## config.mk

```make
export PLATFORM = sky130hd
export DESIGN_NAME = ext_bus16_ctrl_flat
export DESIGN_NICKNAME = d
export VERILOG_FILES = /design/src/rtl/ext_bus16_if.sv /design/src/rtl/ext_bus16_ctrl.sv /design/src/flat_wrapper.sv
export SDC_FILE = /design/constraint.sdc
export NUM_CORES = 1
export LEC_CHECK = 0
export ABC_AREA = 1
export BUFFER_PORTS_ARGS = -buffer_cell sky130_fd_sc_hd__buf_2
export CAP_MARGIN = 0
export CORE_ASPECT_RATIO = 0.7
export CORE_UTILIZATION = 45
export DETAILED_ROUTE_END_ITERATION = 8
export GPL_TIMING_DRIVEN = 0
export PLACE_DENSITY = 0.74
export RECOVER_POWER = 25
export SYNTH_ARGS = -nofsm -noshare
export SYNTH_HDL_FRONTEND = slang
export SYNTH_SLANG_ARGS = --single-unit
```

## constraint.sdc

```tcl
create_clock -name clk -period 4.1 [get_ports clk]
set_clock_uncertainty 0.05 [all_clocks]
set_input_delay 0.82 -clock clk [delete_from_list [all_inputs] [get_ports clk]]
set_output_delay 0.82 -clock clk [all_outputs]
set_load 0.005 [all_outputs]
```

## src/rtl/ext_bus16_if.sv

```systemverilog
// Bundle of the user request/response handshake and the external SRAM-style bus pins
// for ext_bus16_ctrl; "master" is the controller side, "slave" the user/pad side.
interface ext_bus16_if #(
    parameter int ADDR_W = 20
);
    logic              req_valid;
    logic              req_ready;
    logic              req_write;
    logic [ADDR_W-1:0] req_addr;
    logic [15:0]       req_wdata;
    logic              done;
    logic              rsp_valid;
    logic [15:0]       rsp_rdata;
    logic [15:0]       bus_o;
    logic              bus_t;
    logic [15:0]       bus_i;
    logic [ADDR_W-1:0] mem_addr;
    logic              mem_ce_n;
    logic              mem_we_n;
    logic              mem_oe_n;

    modport master (
        input  req_valid, req_write, req_addr, req_wdata, bus_i,
        output req_ready, done, rsp_valid, rsp_rdata, bus_o, bus_t,
               mem_addr, mem_ce_n, mem_we_n, mem_oe_n
    );

    modport slave (
        output req_valid, req_write, req_addr, req_wdata, bus_i,
        input  req_ready, done, rsp_valid, rsp_rdata, bus_o, bus_t,
               mem_addr, mem_ce_n, mem_we_n, mem_oe_n
    );
endinterface

```

## src/rtl/ext_bus16_ctrl.sv

```systemverilog
// Single-word async-SRAM sequencer driving a 16-bit IOBUF (bus_o/bus_t/bus_i) with CE#/WE#/OE#.
// Define EXT_BUS16_INREG_EN to register bus_i in a pad flop first (adds one read-wait cycle).
module ext_bus16_ctrl #(
    parameter int ADDR_W      = 20,
    parameter int WR_CYCLES   = 2,
    parameter int RD_CYCLES   = 2,
    parameter int TURN_CYCLES = 1
) (
    input  logic         clk,
    input  logic         reset,
    ext_bus16_if.master  bus
);
    localparam logic [2:0] S_IDLE      = 3'd0;
    localparam logic [2:0] S_WR_SETUP  = 3'd1;
    localparam logic [2:0] S_WR_PULSE  = 3'd2;
    localparam logic [2:0] S_WR_HOLD   = 3'd3;
    localparam logic [2:0] S_RD_WAIT   = 3'd4;
    localparam logic [2:0] S_RD_SAMPLE = 3'd5;
    localparam logic [2:0] S_TURN      = 3'd6;

    logic [15:0] rd_sample;
`ifdef EXT_BUS16_INREG_EN
    localparam int RD_LEN = RD_CYCLES + 1;
    logic [15:0] bus_in_q;

    always_ff @(posedge clk) begin
        bus_in_q <= bus.bus_i;
    end
    assign rd_sample = bus_in_q;
`else
    localparam int RD_LEN = RD_CYCLES;
    assign rd_sample = bus.bus_i;
`endif

    localparam int CNT_MAX0 = (WR_CYCLES > RD_LEN) ? WR_CYCLES : RD_LEN;
    localparam int CNT_MAX  = (CNT_MAX0 > TURN_CYCLES) ? CNT_MAX0 : TURN_CYCLES;
    localparam int CNT_W    = $clog2(CNT_MAX) + 1;

    logic [2:0]        state_q, state_d;
    logic [CNT_W-1:0]  cnt_q, cnt_d;
    logic              ready_q, ready_d;
    logic              done_q, done_d;
    logic              rsp_valid_q, rsp_valid_d;
    logic              bus_t_q, bus_t_d;
    logic              ce_n_q, ce_n_d;
    logic              we_n_q, we_n_d;
    logic              oe_n_q, oe_n_d;
    logic [15:0]       rsp_rdata_q;
    logic [15:0]       bus_o_q;
    logic [ADDR_W-1:0] mem_addr_q;
    logic              accept;

    assign accept = bus.req_valid && ready_q;

    always_comb begin
        state_d = state_q;
        cnt_d   = cnt_q;
        case (state_q)
            S_IDLE: begin
                if (accept) begin
                    if (bus.req_write) begin
                        state_d = S_WR_SETUP;
                    end else begin
                        state_d = S_RD_WAIT;
                        cnt_d   = CNT_W'(RD_LEN - 1);
                    end
                end
            end
            S_WR_SETUP: begin
                state_d = S_WR_PULSE;
                cnt_d   = CNT_W'(WR_CYCLES - 1);
            end
            S_WR_PULSE: begin
                if (cnt_q == '0) state_d = S_WR_HOLD;
                else             cnt_d   = cnt_q - 1'b1;
            end
            S_WR_HOLD: state_d = S_IDLE;
            S_RD_WAIT: begin
                if (cnt_q == '0) state_d = S_RD_SAMPLE;
                else             cnt_d   = cnt_q - 1'b1;
            end
            S_RD_SAMPLE: begin
                if (TURN_CYCLES == 0) begin
                    state_d = S_IDLE;
                end else begin
                    state_d = S_TURN;
                    cnt_d   = CNT_W'(TURN_CYCLES - 1);
                end
            end
            S_TURN: begin
                if (cnt_q == '0) state_d = S_IDLE;
                else             cnt_d   = cnt_q - 1'b1;
            end
            default: state_d = S_IDLE;
        endcase

        // Strobes are registered from the next state so they line up with the state itself.
        // Ready skips the first IDLE cycle after any transfer, giving one idle bus cycle.
        ready_d     = (state_q == S_IDLE) && (state_d == S_IDLE);
        done_d      = (state_d == S_WR_HOLD) || (state_q == S_RD_SAMPLE);
        rsp_valid_d = (state_q == S_RD_SAMPLE);
        bus_t_d     = !(state_d inside {S_WR_SETUP, S_WR_PULSE, S_WR_HOLD});
        ce_n_d      = (state_d == S_IDLE) || (state_d == S_TURN);
        we_n_d      = (state_d != S_WR_PULSE);
        oe_n_d      = !(state_d inside {S_RD_WAIT, S_RD_SAMPLE});
    end

    always_ff @(posedge clk or posedge reset) begin
        if (reset) begin
            state_q     <= S_IDLE;
            cnt_q       <= '0;
            ready_q     <= 1'b0;
            done_q      <= 1'b0;
            rsp_valid_q <= 1'b0;
            bus_t_q     <= 1'b1;
            ce_n_q      <= 1'b1;
            we_n_q      <= 1'b1;
            oe_n_q      <= 1'b1;
            rsp_rdata_q <= '0;
            bus_o_q     <= '0;
            mem_addr_q  <= '0;
        end else begin
            state_q     <= state_d;
            cnt_q       <= cnt_d;
            ready_q     <= ready_d;
            done_q      <= done_d;
            rsp_valid_q <= rsp_valid_d;
            bus_t_q     <= bus_t_d;
            ce_n_q      <= ce_n_d;
            we_n_q      <= we_n_d;
            oe_n_q      <= oe_n_d;
            if (accept) begin
                mem_addr_q <= bus.req_addr;
                if (bus.req_write) bus_o_q <= bus.req_wdata;
            end
            if (state_q == S_RD_SAMPLE) rsp_rdata_q <= rd_sample;
        end
    end

    assign bus.req_ready = ready_q;
    assign bus.done      = done_q;
    assign bus.rsp_valid = rsp_valid_q;
    assign bus.rsp_rdata = rsp_rdata_q;
    assign bus.bus_o     = bus_o_q;
    assign bus.bus_t     = bus_t_q;
    assign bus.mem_addr  = mem_addr_q;
    assign bus.mem_ce_n  = ce_n_q;
    assign bus.mem_we_n  = we_n_q;
    assign bus.mem_oe_n  = oe_n_q;
endmodule

```

## src/flat_wrapper.sv

```systemverilog
// flat-port wrapper written by rule: the top's interface ports become plain ports
module ext_bus16_ctrl_flat 
#(
    parameter int ADDR_W      = 20,
    parameter int WR_CYCLES   = 2,
    parameter int RD_CYCLES   = 2,
    parameter int TURN_CYCLES = 1
)
  (clk, reset, bus_req_valid, bus_req_write, bus_req_addr, bus_req_wdata, bus_bus_i, bus_req_ready, bus_done, bus_rsp_valid, bus_rsp_rdata, bus_bus_o, bus_bus_t, bus_mem_addr, bus_mem_ce_n, bus_mem_we_n, bus_mem_oe_n);
  ext_bus16_if #(.ADDR_W(ADDR_W)) bus_i ();
  input  logic clk;
  input  logic reset;
  input wire logic [$bits(bus_i.req_valid)-1:0] bus_req_valid;
  input wire logic [$bits(bus_i.req_write)-1:0] bus_req_write;
  input wire logic [$bits(bus_i.req_addr)-1:0] bus_req_addr;
  input wire logic [$bits(bus_i.req_wdata)-1:0] bus_req_wdata;
  input wire logic [$bits(bus_i.bus_i)-1:0] bus_bus_i;
  output wire logic [$bits(bus_i.req_ready)-1:0] bus_req_ready;
  output wire logic [$bits(bus_i.done)-1:0] bus_done;
  output wire logic [$bits(bus_i.rsp_valid)-1:0] bus_rsp_valid;
  output wire logic [$bits(bus_i.rsp_rdata)-1:0] bus_rsp_rdata;
  output wire logic [$bits(bus_i.bus_o)-1:0] bus_bus_o;
  output wire logic [$bits(bus_i.bus_t)-1:0] bus_bus_t;
  output wire logic [$bits(bus_i.mem_addr)-1:0] bus_mem_addr;
  output wire logic [$bits(bus_i.mem_ce_n)-1:0] bus_mem_ce_n;
  output wire logic [$bits(bus_i.mem_we_n)-1:0] bus_mem_we_n;
  output wire logic [$bits(bus_i.mem_oe_n)-1:0] bus_mem_oe_n;
  assign bus_i.req_valid = bus_req_valid;
  assign bus_i.req_write = bus_req_write;
  assign bus_i.req_addr = bus_req_addr;
  assign bus_i.req_wdata = bus_req_wdata;
  assign bus_i.bus_i = bus_bus_i;
  assign bus_req_ready = bus_i.req_ready;
  assign bus_done = bus_i.done;
  assign bus_rsp_valid = bus_i.rsp_valid;
  assign bus_rsp_rdata = bus_i.rsp_rdata;
  assign bus_bus_o = bus_i.bus_o;
  assign bus_bus_t = bus_i.bus_t;
  assign bus_mem_addr = bus_i.mem_addr;
  assign bus_mem_ce_n = bus_i.mem_ce_n;
  assign bus_mem_we_n = bus_i.mem_we_n;
  assign bus_mem_oe_n = bus_i.mem_oe_n;
  ext_bus16_ctrl #(.ADDR_W(ADDR_W), .WR_CYCLES(WR_CYCLES), .RD_CYCLES(RD_CYCLES), .TURN_CYCLES(TURN_CYCLES)) u_core (.clk(clk), .reset(reset), .bus(bus_i));
endmodule
```

==> impl_metrics.yaml, run 1 <==
logic_synthesis:
  syn_area_um2: 2644
  synth-edff-count: 0
  synth_seq_area_share_pct: 60.77
  async_reset_ff_share_pct: 100.0
  synth_nets: 343
  syn_inst: 286
  synth_ff_type: "dfrtp_1"
  synth.avg_cell_area_um2: 9.244
  yosysUniqueCellTypes: 26
  synth-seq-cells: 64
  yosysWarnings: 0
final_layout:
  n_antenna_cell: 0
  seq_area_um2: 1607
  multi_input_area_um2: 862.1
  drive_gt1_share_pct: 38.13
  finalNetCount: 469
  fillers: 483
  syn_to_final_growth_pct: 32.13
worst_setup_path:
  path_max_fanout: 10
  max_stage_delay_ps: 550
  arrival_ps: 2550
  crit_path_end_kind: "register"
  path_cells: "inv_1, nand2_1, clkinvlp_2, nand2_1, clkinvlp_2, clkbuf_1, nand2_4, nand2_1"
  critPathTopFamily: "buffers and inverters"
  critPathRequiredTime_ps: 4280
  critPathBufInv: 4
  start_kind: "register"
  path_class: "reg2reg"
  critPathSlowestCell: "clkbuf_1"
  cpMostUsedCell: "nand2_1"
sta:
  setup_violations: 0
  fin_setup_tns_ps: 0
  worst_slack_ps: 1729
  finalMaxSlewViolations: 0
  holdWs_ps: 423.4
  timing.fmax_ghz: 0.4218
  rsz0062_at_grt: "false"
  hold_viol_final: 0
  relSlewSlack_pct: 3.004
  worst_pin_slew_ps: 1453
  post-route-period-util_pct: 57.82
  period_needed_ps: 2371
clocking:
  cts_resized: 0
  post-cts-setup-buffers: 0
  insertion_delay_ps: 340
  cts_root_buf: "clkbuf_8"
  hold_buffers: 0
  clk_path_buf_depth: 2
  cts_sinks: 64
  cts-buffers-inserted: 9
  clkTransAtPathRegs_ps: 70
  cts_max_level: 3
  cts_tree: "yes"
power:
  switching_share_pct: 33.68
  p_switching_w: 0.0008801
  cellLeakagePower_nw: 2.065
  peakVddDrop_mv: 0.2858
  seq_power_share_pct: 42.0
  power_frac_comb_pct: 33.7
  p_clk_share_pct: 24.3
  intPower_w: 0.001733
  power.total_w: 0.002613
  powerDensity_nw_per_um2: 748.1
placed_design:
  gp_congestion: 0.8264
  io_buffers: 114
  hpwlAfterDp_um: 4206
  pre_cts_slack_ps: 2246
global_routing:
  grt_pass1_vias: 2088
  track_usage_pct: 20.61
  grt.overflow.total: 0
  grt_max_degree: 40
  grt_antenna_before_repair: 0
  grt_pass1_wl_um: 9528
drt:
  via_count: 2231
  first_iter_violations: 79
  wl_um: 5761
  drc: 0
  firstDrtPassIters: 5
  wl_per_cell_um: 11.78
  viasPerCell: 4.562
  drt.antenna.violating_nets: 0
die:
  die_area_um2: 6191
  die_w_um: 93.62
  die_h_um: 66.13
  rows: 22
  start_util_pct: 48.51
  ioPinCount: 115
  core-area_um2: 5450
run_status:
  status: "finished, final reports clean"
hold_path:
  hold_path.class: "reg2reg"
job:
  maxCapViolations: 0
[path summary, 6_finish.rpt]
kind | startpoint | endpoint | slack (ps) | depth (start not counted)
setup / recovery | u_core.state_q[1]$_DFF_PP0_ | u_core.bus.rsp_rdata[1]$_DFFE_PP0N_ | 1730 | 8
max in group asynchronous | reset | u_core.bus.mem_addr[10]$_DFFE_PP0P_ | 2290 | 2
min in group asynchronous | reset | u_core.state_q[2]$_DFF_PP0_ | 860 | 2
hold reg to reg | u_core.bus.rsp_rdata[12]$_DFFE_PP0N_ | u_core.bus.rsp_rdata[12]$_DFFE_PP0N_ | 420 | 2
setup reg to reg | u_core.state_q[1]$_DFF_PP0_ | u_core.bus.rsp_rdata[1]$_DFFE_PP0N_ | 1730 | 8
hold / removal | u_core.bus.rsp_rdata[12]$_DFFE_PP0N_ | u_core.bus.rsp_rdata[12]$_DFFE_PP0N_ | 420 | 2
[flip-flops by register name, indices dropped and copies added (netlist names)]
name                  flops
u_core.bus.mem_oe_n       1
u_core.bus.rsp_valid      1
u_core.bus.rsp_rdata     16
u_core.bus.mem_ce_n       1
u_core.bus.req_ready      1
u_core.state_q            3
u_core.bus.mem_addr      20
u_core.bus.done           1
u_core.bus.bus_t          1
u_core.cnt_q              2
u_core.bus.mem_we_n       1
u_core.bus.bus_o         16
[layout make-up]
class | instances | area share, %
buffer | 9 | 1.325
clock buffer | 12 | 4.728
clock inverter | 4 | 2.149
inverter | 15 | 1.683
multi-input combinational | 198 | 24.68
sequential | 64 | 45.99
tap | 72 | 2.579
timing repair buffer | 115 | 16.87
[worst reg2reg max path, delay by kind of cell (launching register included)]
family        cells  cell delay (ps)
simple gates      4              610
flops             1              440
buf+inv           4             1160
[metal layers]
| layer | vias up | share of wire [%] | GRT usage (%) |
|---|---|---|---|
| li1 | 1121 | - | - |
| met1 | 1023 | 46 | 26.64 |
| met2 | 80 | 44 | 31.43 |
| met3 | 7 | 8.7 | 8.276 |
| met4 | 0 | 1.3 | 7.500 |
| met5 | - | 0 | 0 |
[cell families after synthesis]
family                   after synthesis  share of synthesized area [%]
flip-flops                            64                          60.77
adder cells (fa/ha/maj)                1                         0.4732
AND/OR/NAND/NOR                      188                          31.76
buffers and inverters                 24                          5.111
AO/OA/AOI/OAI                          9                          1.893
[Yosys cell counts, types with 3 or more instances]
| cell | count | share of area (%) |
|---|---|---|
| nand2_4 | 9 | 3.8 |
| inv_1 | 6 | 0.85 |
| dfrtp_1 | 60 | 57 |
| dfstp_2 | 4 | 4.0 |
| nand2_2 | 11 | 2.6 |
| inv_2 | 7 | 0.99 |
| nor2_1 | 7 | 0.99 |
| buf_2 | 3 | 0.57 |
| nand2_1 | 151 | 21 |
| o21ai_1 | 5 | 0.95 |
| nand3_1 | 4 | 0.76 |
[stage by stage]
step	area, µm²	util, %	cells
3_5_place_dp	3324	61.00	473
2_1_floorplan	2644	-	286
3_3_place_gp	3304	60.63	472
4_1_cts	3565	65.40	489
6_report	3493	64.10	489
5_1_grt	3493	64.10	489
[power groups by stage]
stage	Sequential [W]	Clock, W	Combinational, W
finish	0.00110	0.000635	0.000881
global route	0.00113	0.000679	0.00102
global placement	0.00109	0	0.000901
floorplan	0.00113	0	0.000484
detailed placement	0.00110	0	0.000936
CTS	0.00110	0.000651	0.000935
[cell usage in the layout, fill, tap and decap left out, drive strengths merged]
cell type / instances
or2: 1
nand3b: 1
o21ai: 5
dfstp: 4
nand3: 5
inv: 13
a21oi: 3
a31oi: 1
buf: 117
ha: 1
clkbuf: 19
nor2: 9
clkinvlp: 4
dfrtp: 60
bufinv: 2
nand2: 172
No activity file was read; power rests on OpenSTA's default activity.
==> run 2, diff against run 1 <==
- ABC_AREA: 1 -> 0
- PLACE_DENSITY: 0.74 -> 0.75
- clock period: 4.1 -> 2.2 ns (I/O delays scaled with it)
==> run 2 against run 1 <==
- hold slack worse by 210 ps
- largest cell class unchanged
- worst setup slack worse by 990 ps
- non-clock buffer count is 1 lower
- power is 90% higher
- sequential share of layout area is 0.70 points higher
- core utilization is 0.34 points higher
==> impl_metrics.yaml, run 2 <==
run_status:
  status: "finished, final reports clean"
sta:
  holdWs_ps: 215.7
  setup_violations: 0
  hold_viol_final: 0
  fin_setup_tns_ps: 0
  relSlewSlack_pct: 43.59
  rsz0062_at_grt: "false"
  timing.fmax_ghz: 0.6828
  finalMaxSlewViolations: 0
  period_needed_ps: 1465
  post-route-period-util_pct: 66.57
  worst_pin_slew_ps: 845.2
worst_setup_path:
  start_kind: "register"
  path_max_fanout: 10
  rr_worst_depth: 4
  crit_path_end_kind: "register"
  arrival_ps: 1630
  path_class: "reg2reg"
  critPathRequiredTime_ps: 2370
power:
  seq_power_share_pct: 41.6
  p_clk_share_pct: 21.6
  switching_share_pct: 28.96
  intPower_w: 0.003528
  p_switching_w: 0.001438
  peakVddDrop_mv: 0.7382
  cellLeakagePower_nw: 1.769
  power_frac_comb_pct: 36.8
  powerDensity_nw_per_um2: 1443
drt:
  wl_um: 4835
  drt.antenna.violating_nets: 0
  viasPerCell: 4.737
  drc: 0
  firstDrtPassIters: 4
  first_iter_violations: 36
  wl_per_cell_um: 13.00
  via_count: 1762
logic_synthesis:
  synth_seq_area_share_pct: 63.10
  synth.avg_cell_area_um2: 15.07
  yosysUniqueCellTypes: 26
  yosysTopAreaCellShare_pct: 58.97
  synth_nets: 226
  synth-edff-count: 0
  yosysMostFrequentCell: "dfrtp_1"
  ys_top_cells_by_count: "60 x dfrtp_1, 45 x mux2_2, 8 x mux2_4"
  async_reset_ff_share_pct: 100.0
  synth_ff_type: "dfrtp_1"
  syn_area_um2: 2546
  yosysWarnings: 0
  synth-seq-cells: 64
  syn_inst: 169
  yosys.area.top_type: "dfrtp_1"
  synth_area_leaders: "dfrtp_1 59%, mux2_2 20%, mux2_4 4.7%"
die:
  rows: 22
  die_h_um: 64.94
  core-area_um2: 5340
  die_area_um2: 5968
  die_w_um: 91.91
  ioPinCount: 115
  start_util_pct: 47.68
global_routing:
  grt_pass1_vias: 1722
  grt_pass1_wl_um: 7907
  grt_antenna_before_repair: 0
  grt_max_degree: 44
  track_usage_pct: 18.20
  grt.overflow.total: 0
  grtUsageMet1_pct: 20.87
  met2_usage_pct: 27.52
  gr-max-usage-layer: "met2"
  grt_use_met3_pct: 10.68
final_layout:
  finalNetCount: 352
  largest_reg_flops: 20
  final_common_cell: "buf_2"
  final_util_pct: 64.43
  syn_to_final_growth_pct: 35.14
  n_antenna_cell: 0
  drive_gt1_share_pct: 65.67
  final_cell_mix: "118 x buf_2, 60 x dfrtp_1, 45 x mux2_2"
placed_design:
  hpwlAfterDp_um: 3551
  gp_congestion: 0.7607
  io_buffers: 114
clocking:
  hold_buffers: 0
  cts-buffers-inserted: 9
  insertion_delay_ps: 340
  cts_tree: "yes"
  post-cts-setup-buffers: 0
  cts_sinks: 64
  clk_path_buf_depth: 2
  clkTransAtPathRegs_ps: 60
  cts_resized: 0
  cts_root_buf: "clkbuf_8"
  cts_max_level: 3
job:
  maxCapViolations: 0
hold_path:
  hold_path.class: "in2async"
[run 2: cell count changes after synthesis, sizes merged, moves of 3 or more]
cell / delta
inv: -8
mux2: +53
nand2: -167
nand3: -5
nor3: +3
[run 2: area by class of cell]
cell class,count,area [µm²]
Clock inverter,3,65.06
Sequential cell,64,1607
Timing Repair Buffer,115,590.6
Tap cell,72,90.09
Fill cell,442,1899
Buffer,8,57.56
Inverter,7,28.78
Clock buffer,13,148.9
Multi-Input combinational cell,90,853.3
[run 2: path summary, 6_finish.rpt]
kind / startpoint / to / slack [ps]
max: u_core.bus.req_ready$_DFF_PP0_ / u_core.bus.bus_o[12]$_DFFE_PP0P_ / 740
min: reset / u_core.bus.mem_addr[3]$_DFFE_PP0P_ / 220
max reg2reg: u_core.bus.req_ready$_DFF_PP0_ / u_core.bus.bus_o[12]$_DFFE_PP0P_ / 740
min reg2reg: u_core.bus.rsp_rdata[13]$_DFFE_PP0N_ / u_core.bus.rsp_rdata[13]$_DFFE_PP0N_ / 450
max in group asynchronous: reset / u_core.bus.bus_t$_DFF_PP1_ / 1120
min in group clk: bus_req_wdata[3] / u_core.bus.bus_o[3]$_DFFE_PP0P_ / 280
[run 2: power by group through the flow]
stage          logic (W)  clock network [W]  registers [W]
2_1_floorplan    0.00103                  0        0.00213
3_3_place_gp     0.00181                  0        0.00205
3_5_place_dp     0.00186                  0        0.00208
4_1_cts          0.00187            0.00111        0.00207
5_1_grt          0.00202            0.00118        0.00214
6_report         0.00183            0.00107        0.00207
[run 2: routing by layer]
metal,vias to the layer above,wire length [µm]
li1,838,-
met1,836,2121
met2,83,2127
met3,5,516
met4,0,69
met5,-,0
[run 2: cell families (layout without fill, tap and decap cells)]
group	after synthesis	in the layout	share of synthesized area, %
flops	64	64	63.10
mux	53	53	24.62
simple gates	19	19	4.324
compound gates	16	16	3.734
buf+inv	15	146	3.391
fa+ha+maj	1	1	0.4913
xor+xnor	1	1	0.3440
[run 2: stage by stage]
stage,instance area [µm²],power [W],instances,setup slack (ps)
finish,3441,0.004966,372,735.5
global route,3441,0.005344,372,638.4
CTS,3441,0.005047,372,711.4
detailed placement,3227,0.003943,356,509.6
global placement,3207,0.003859,355,-605.1
floorplan,2546,0.003163,169,118.5
[run 2: critical path, stage by stage, from the launching register on]
cell and delay (ps):
dfrtp_1 360, and3_1 150, buf_2 220, buf_4 220, mux2_2 350
